**config.mk**
```make
export PLATFORM = sky130hd
export DESIGN_NAME = call_stack
export DESIGN_NICKNAME = d
export VERILOG_FILES = /design/src/rtl/cpu_pkg.sv /design/src/rtl/lifo_mem.sv /design/src/rtl/call_stack.sv
export SDC_FILE = /design/constraint.sdc
export NUM_CORES = 1
export LEC_CHECK = 0
export BUFFER_PORTS_ARGS = -buffer_cell sky130_fd_sc_hd__buf_2
export CAP_MARGIN = 20
export CORE_UTILIZATION = 35
export DETAILED_ROUTE_END_ITERATION = 6
export PLACE_DENSITY_LB_ADDON = 0.25
export SLEW_MARGIN = 20
export SYNTH_ARGS = -nofsm -noshare
export SYNTH_HDL_FRONTEND = slang
export SYNTH_SLANG_ARGS = --single-unit
```
**constraint.sdc**
```tcl
create_clock -name clk -period 3.9 [get_ports clk]
set_clock_uncertainty 0.05 [all_clocks]
set_input_delay 0.78 -clock clk [delete_from_list [all_inputs] [get_ports clk]]
set_output_delay 0.78 -clock clk [all_outputs]
set_load 0.05 [all_outputs]
```
**src/rtl/cpu_pkg.sv**
```systemverilog
// Values shared by the program counter and the return-address stack.
// Both blocks take their address width and PC increment from here.
package cpu_pkg;

    localparam int ADDR_W  = 10;
    localparam int PC_STEP = 2;

    typedef logic [ADDR_W-1:0] addr_t;

endpackage

```
**src/rtl/lifo_mem.sv**
```systemverilog
// Return-address storage: one synchronous write port, one asynchronous read port.
// Not reset; validity is tracked by the owner's entry count.
module lifo_mem #(
    parameter int AW    = cpu_pkg::ADDR_W,
    parameter int DEPTH = 16
)(
    input  logic                     clk,
    input  logic                     wr_en,
    input  logic [$clog2(DEPTH)-1:0] wr_addr,
    input  logic [AW-1:0]            wr_data,
    input  logic [$clog2(DEPTH)-1:0] rd_addr,
    output logic [AW-1:0]            rd_data
);

    logic [AW-1:0] mem [DEPTH];

    always_ff @(posedge clk) begin
        if (wr_en) begin
            mem[wr_addr] <= wr_data;
        end
    end

    assign rd_data = mem[rd_addr];

endmodule

```
**src/rtl/call_stack.sv**
```systemverilog
// Return-address stack feeding the program counter's din/jmp inputs.
// Redirects are combinational so the PC loads on the same edge as CALL/RET.
module call_stack
    import cpu_pkg::*;
#(
    parameter int AW      = ADDR_W,
    parameter int DEPTH   = 16,
    parameter int PC_STEP = cpu_pkg::PC_STEP
)(
    input  logic                       clk,
    input  logic                       rst,
    input  logic                       en,
    input  logic                       call,
    input  logic                       ret,
    input  logic [AW-1:0]              pc_in,
    input  logic [AW-1:0]              target,
    input  logic                       clr_err,
    output logic [AW-1:0]              addr_out,
    output logic                       jmp_out,
    output logic [$clog2(DEPTH+1)-1:0] depth,
    output logic                       full,
    output logic                       empty,
    output logic                       overflow,
    output logic                       underflow,
    output logic                       conflict
);

    localparam int PW = $clog2(DEPTH);
    localparam int CW = $clog2(DEPTH+1);

    logic [PW-1:0] sp;
    logic [PW-1:0] rd_idx;
    logic [CW-1:0] count;
    logic [AW-1:0] rd_data;
    logic [AW-1:0] ret_addr;
    logic          do_call;
    logic          do_ret;
    logic          do_both;

    assign do_call  = en & call & ~ret;
    assign do_ret   = en & ret & ~call;
    assign do_both  = en & call & ret;

    assign rd_idx   = sp - PW'(1);
    assign ret_addr = pc_in + AW'(PC_STEP);

    assign depth    = count;
    assign full     = (count == CW'(DEPTH));
    assign empty    = (count == '0);
    assign jmp_out  = do_call | do_ret;

    // Underflowing RET still requests a jump, but to address 0.
    always_comb begin
        addr_out = '0;
        if (do_call) begin
            addr_out = target;
        end else if (do_ret && !empty) begin
            addr_out = rd_data;
        end
    end

    lifo_mem #(
        .AW    (AW),
        .DEPTH (DEPTH)
    ) u_mem (
        .clk     (clk),
        .wr_en   (do_call),
        .wr_addr (sp),
        .wr_data (ret_addr),
        .rd_addr (rd_idx),
        .rd_data (rd_data)
    );

    // A full push keeps advancing sp, so the oldest entry is overwritten in place.
    always_ff @(posedge clk or posedge rst) begin
        if (rst) begin
            sp    <= '0;
            count <= '0;
        end else if (do_call) begin
            sp <= sp + PW'(1);
            if (!full) begin
                count <= count + CW'(1);
            end
        end else if (do_ret && !empty) begin
            sp    <= sp - PW'(1);
            count <= count - CW'(1);
        end
    end

    // Clear first so a same-cycle error event takes precedence.
    always_ff @(posedge clk or posedge rst) begin
        if (rst) begin
            overflow  <= 1'b0;
            underflow <= 1'b0;
            conflict  <= 1'b0;
        end else begin
            if (clr_err) begin
                overflow  <= 1'b0;
                underflow <= 1'b0;
                conflict  <= 1'b0;
            end
            if (do_call && full) begin
                overflow <= 1'b1;
            end
            if (do_ret && empty) begin
                underflow <= 1'b1;
            end
            if (do_both) begin
                conflict <= 1'b1;
            end
        end
    end

endmodule

```
Word level (Yosys, flattened, before mapping)
Memory sizes are Yosys's and may differ from the RTL's.
Index checks and enable logic that the tools add are counted.

storage, ports and cells
  register bits = 12
  bits in latches = 0
  bits in writable memories = 160
  memory bits (read-only) = 0
  word-level logic and storage cells = 44
  memories kept = 1

memory list
  memory     words  width  read ports  clocked after memory_dff  write ports  RTL line        source
  u_mem.mem  16     10     1           0                         1            lifo_mem.sv:15  logic [AW-1:0] mem [DEPTH];

operators by class
  add/sub/neg operators = 5
  multiply operators = 0
  divide/modulo/power cells = 0
  magnitude comparators = 0
  equality and inequality tests = 2
  shift operators = 0
  muxes and demuxes = 13
  bitwise operators = 8
  reductions and logical operators = 10

operators with widths
  cell                                              count
  2-to-1 mux 10 bit                                 2
  2-to-1 mux 5 bit                                  3
  adder 10 x 2 -> 10 bit, second input constant     1
  2-to-1 mux 4 bit                                  2
  nonzero test 2 bit                                4
  2-to-1 mux 1 bit                                  6
  adder 5 x 1 -> 5 bit, second input constant       1
  bitwise AND 1 bit                                 5
  equality test 5 bit, second input constant        1
  logical NOT 5 bit                                 1
  subtractor 5 x 1 -> 5 bit, second input constant  1
  adder 4 x 1 -> 4 bit, second input constant       1
  subtractor 4 x 1 -> 4 bit, second input constant  1
  logical AND 1 bit                                 3
  inequality test 2 bit, second input constant      1
  NOT 1 bit                                         2
  AND reduction 2 bit                               1
  logical NOT 1 bit                                 1
  OR 1 bit                                          1

Logic depth before layout (Yosys ltp)
  word-level depth = 5
  gate-level depth with buffers = 11
  mapped depth without buffers = 9

By module
A second synthesis with hierarchy kept.

unflattened totals
  cells, all modules = 380
  area, all modules = 7205.7 um2

by module, submodules not included
  module      times used  cells an instance  area each (um2)  seq. area each (um2)
  lifo_mem    1           269                6153.4           4804.6
  call_stack  1           111                1052.3           300.3

Least setup slack after synthesis
Ideal clock, no wire load.

  kind = flip-flop to output port
  from = reg sp[0]
  to = out addr_out[0]
  data arrival time = 2.970 ns
  data required time = 3.070 ns
  slack = 0.100 ns
  cell stages (with the launch flop) = 11
  buffers on the path = 5
  cells stage by stage = dfrtp_1 -> buf_2 -> buf_2 -> inv_1 -> ha_1 -> buf_2 -> buf_2 -> buf_2 -> mux4_2 -> mux2i_1 -> o211ai_1

between the ends
  cells in the longest elaborated chain, start to end = 4

RTL lines
  what                       RTL line          source
  from (decl)                call_stack.sv:31  logic [PW-1:0] sp;
  from (signal assigned)     call_stack.sv:80  sp <= sp + PW'(1);
  from (signal assigned)     call_stack.sv:85  sp <= sp - PW'(1);
  subtractor 4 x 1 -> 4 bit  call_stack.sv:44  assign rd_idx = sp - PW'(1);
  memory (16 x 10 bit)       -
  2-to-1 mux 10 bit          call_stack.sv:57  end else if (do_ret && !empty) begin
  2-to-1 mux 10 bit          call_stack.sv:55  if (do_call) begin
  to (decl)                  call_stack.sv:18  output logic [AW-1:0] addr_out,

No other way between the ends.

Worst setup path in the final report
  from = reg sp[0]
  to = out addr_out[8]

Same word-level chain as after synthesis.

==> metrics.csv <==
stage,metric,value,unit
synthesis,"count leader, synth",edfxtp_1,
floorplan,chip width,146,µm
clock_network,worst-case clock buffer depth,2,
sta,Final Cycle Share,0.957,
grt,vias in the first global route,4011,
clock_network,clock transition at the registers of the reported paths,70,ps
sta,Final Critical Period,3730,ps
place,Setup WS pre-CTS,538,ps
route,DRT Pass-1 Iters,4,
route,Routed Antenna Nets,0,
synthesis,"Top FF cell, synth",edfxtp_1,
sta,endpoints failing setup,0,
finish,ANT cells,0,
clock_network,CTS tree,done,
clock_network,clock sink count,172,
floorplan,IO Count,47,
clock_network,"Setup Fix Bufs, Post-CTS",0,
place,placed insts,749,
pwr,final total power,0.00620,W
route,WL per Instance,20.0,µm
synthesis,Synth area leaders,"edfxtp_1, mux4_2, dfrtp_1",
clock_network,post-cts resize count,0,
grt,Tot GR Track Use,0.155,
flow_run,number of max-cap violations,0,
synthesis,number of flops mapped to enable cells by yosys,160,
run_status,status,finished clean,
sta,final setup margin,167,ps
finish,number of fill cells,1806,
place,Final GP Congestion,0.788,
synthesis,#FFs+latches synth,172,
pwr,power share of the combinational group,0.374,
grt,first-pass GRT wire length,23900,µm
place,Port Buffers,46,
worst_setup_path,critical path class,register to output port,
grt,grt total ovfl,0,
worst_setup_path,"reg-to-reg slack, setup",1550,ps
sta,f_max,0.268,GHz
pwr,Pint,0.00397,W
floorplan,Die ar.,0.0213,mm²
min_path,HP Class,primary input to asynchronous set/reset pin,
route,DR vias,4016,
finish,layout cells sized above 1,0.270,
synthesis,"Warnings, synthesis",0,
clock_network,CTS Buf Count,17,
place,DPL Wire Length,10400,µm
worst_setup_path,Critical Path Start Type,register,
synthesis,sequential fraction of the synthesis area,0.705,
grt,initial antenna violation count,0,
synthesis,Syn Nets,467,
pwr,static leakage,2.93,nW
pwr,clock network fraction of total power,0.269,
sta,RSZ-0062 raised after global routing,false,
floorplan,row cnt,52,
finish,area delta synth->final,16.7,%
synthesis,fraction of registers with async set/reset,0.0698,
synthesis,Cell variety after synth,42,
floorplan,die height,146,µm
clock_network,root buffer cell,clkbuf_16,
floorplan,Starting Density,0.358,
sta,setup_tns,0,ps
worst_setup_path,CP required,3070,ps
synthesis,Cells after Synth,433,
route,starting DRC count in detailed routing,262,
worst_setup_path,"Arr. time, crit path",2900,ps
synthesis,Commonest cells post-synth,"edfxtp_1, nand2_1, mux4_2, and2_1, nor2_1",
route,via-per-instance ratio,5.14,
sta,Final Max Slew Viols,0,
sta,Worst Tran Pin Value,724,ps
synthesis,syn_area_per_cell,16.7,µm²
worst_setup_path,CP endpoint kind,output port,
pwr,Seq pwr share,0.357,
finish,multi-input logic area,0.00202,mm²
synthesis,"Cell Area, Synth",0.00724,mm²
pwr,Psw,0.00223,W
pwr,Switching Fraction,0.360,
grt,largest net degree at the start of global routing,31,
clock_network,H-tree levels,4,
clock_network,Worst-Skew Late Latency,430,ps
finish,Layout Nets,532,
clock_network,Post-CTS Hold Fix Bufs,0,
route,drt total wl,15600,µm
finish,Final Non-Filler Cells,781,
pwr,PD cells,733,mW/mm²
sta,relative slew slack,0.518,
pwr,VDD IR max,0.000515,V
worst_setup_path,worst-path fanout max,24,
sta,endpoints failing hold,0,
floorplan,core footprint,0.0202,mm²
synthesis,Yosys top cell by area,edfxtp_1,
route,drc violations,0,
finish,Reg area,0.00511,mm²
synthesis,Synth top area share,0.663,
layout make-up:
type                            instances  area share
Sequential cell                       172       0.604
Multi-Input combinational cell        232       0.239
Clock buffer                           18      0.0508
Timing Repair Buffer                   64      0.0432
Tap cell                              270      0.0400
Clock inverter                         14      0.0181
Inverter                               11     0.00489
metal layers:
metal | vias up | wire, µm | global-route usage
li1 | 1825 | - | -
met1 | 2057 | 6640 | 0.202
met2 | 117 | 7820 | 0.253
met3 | 17 | 878 | 0.0351
met4 | 0 | 246 | 0.0595
met5 | - | 0 | 0
worst max-delay path, cell delays in order (launching register included):
cell and delay, ps:
dfrtp_2 440, inv_1 130, ha_1 320, buf_4 350, mux4_2 380, mux2_2 300
a221o_1 330, buf_2 210
state kept, by name (all words and copies together) (netlist names):
name	cells
u_mem.mem	160
depth	5
sp	4
conflict	1
overflow	1
underflow	1
power groups by stage:
stage,registers (W),logic (W),clock network (W)
finish,0.00221,0.00232,0.00167
global route,0.00222,0.00249,0.00177
CTS,0.00221,0.00234,0.00169
detailed placement,0.00225,0.00234,0
global placement,0.00224,0.00231,0
floorplan,0.00231,0.00165,0
worst paths after layout:
kind | start | to | cells after the start
min in group clk | overflow$_DFFE_PP0P_ | overflow$_DFFE_PP0P_ | 2
setup / recovery | sp[0]$_DFFE_PP0P_ | addr_out[8] | 7
setup reg to reg | sp[0]$_DFFE_PP0P_ | u_mem.mem[11][4]$_DFFE_PP_ | 3
hold reg to reg | overflow$_DFFE_PP0P_ | overflow$_DFFE_PP0P_ | 2
max in group asynchronous | rst | sp[0]$_DFFE_PP0P_ | 2
hold / removal | rst | sp[2]$_DFFE_PP0P_ | 2
layout by cell type, fill, tap and decap left out, types with 2 or more instances in the layout:
| cell | synthesis | layout |
|---|---|---|
| nand2_1 | 47 | 47 |
| inv_8 | 0 | 6 |
| xor2_1 | 2 | 2 |
| a21oi_1 | 5 | 5 |
| inv_1 | 11 | 11 |
| a211oi_1 | 2 | 2 |
| dfrtp_1 | 12 | 11 |
| a31oi_1 | 2 | 2 |
| and2_1 | 19 | 19 |
| mux4_2 | 30 | 30 |
| nor3_1 | 3 | 3 |
| buf_2 | 10 | 46 |
| clkbuf_16 | 0 | 17 |
| ha_1 | 8 | 8 |
| a221o_1 | 5 | 5 |
| buf_4 | 3 | 18 |
| mux2_2 | 6 | 6 |
| o21ai_0 | 6 | 6 |
| o211ai_1 | 7 | 7 |
| xnor2_1 | 12 | 10 |
| nand3_1 | 15 | 15 |
| clkinv_4 | 0 | 2 |
| o22ai_1 | 2 | 2 |
| nor4_1 | 2 | 2 |
| mux2i_1 | 15 | 15 |
| and3_1 | 3 | 3 |
| clkinvlp_4 | 0 | 2 |
| xnor2_2 | 0 | 2 |
| inv_6 | 0 | 2 |
| nand4_1 | 7 | 7 |
| a32oi_1 | 5 | 5 |
| edfxtp_1 | 160 | 160 |
| nor2_1 | 16 | 16 |
through the flow:
stage                     area, µm²  hold WS [ps]   util
final                          8450           360  0.418
after global routing           8450           393  0.418
after CTS                      8440           369  0.417
after detailed placement       7860           462  0.388
after global placement         7860           448  0.388
after floorplan                7240           465      -
cell families (layout without fill, tap and decap cells):
kind of cell / count (synthesis) / in the layout / synth area share
compound gates: 40 / 40 / 0.0420
xor+xnor: 15 / 15 / 0.0192
fa+ha+maj: 8 / 8 / 0.0138
buf+inv: 29 / 107 / 0.0185
flops: 172 / 172 / 0.705
mux: 51 / 51 / 0.123
simple gates: 118 / 118 / 0.0784
Power figures use the tool's default switching activity.
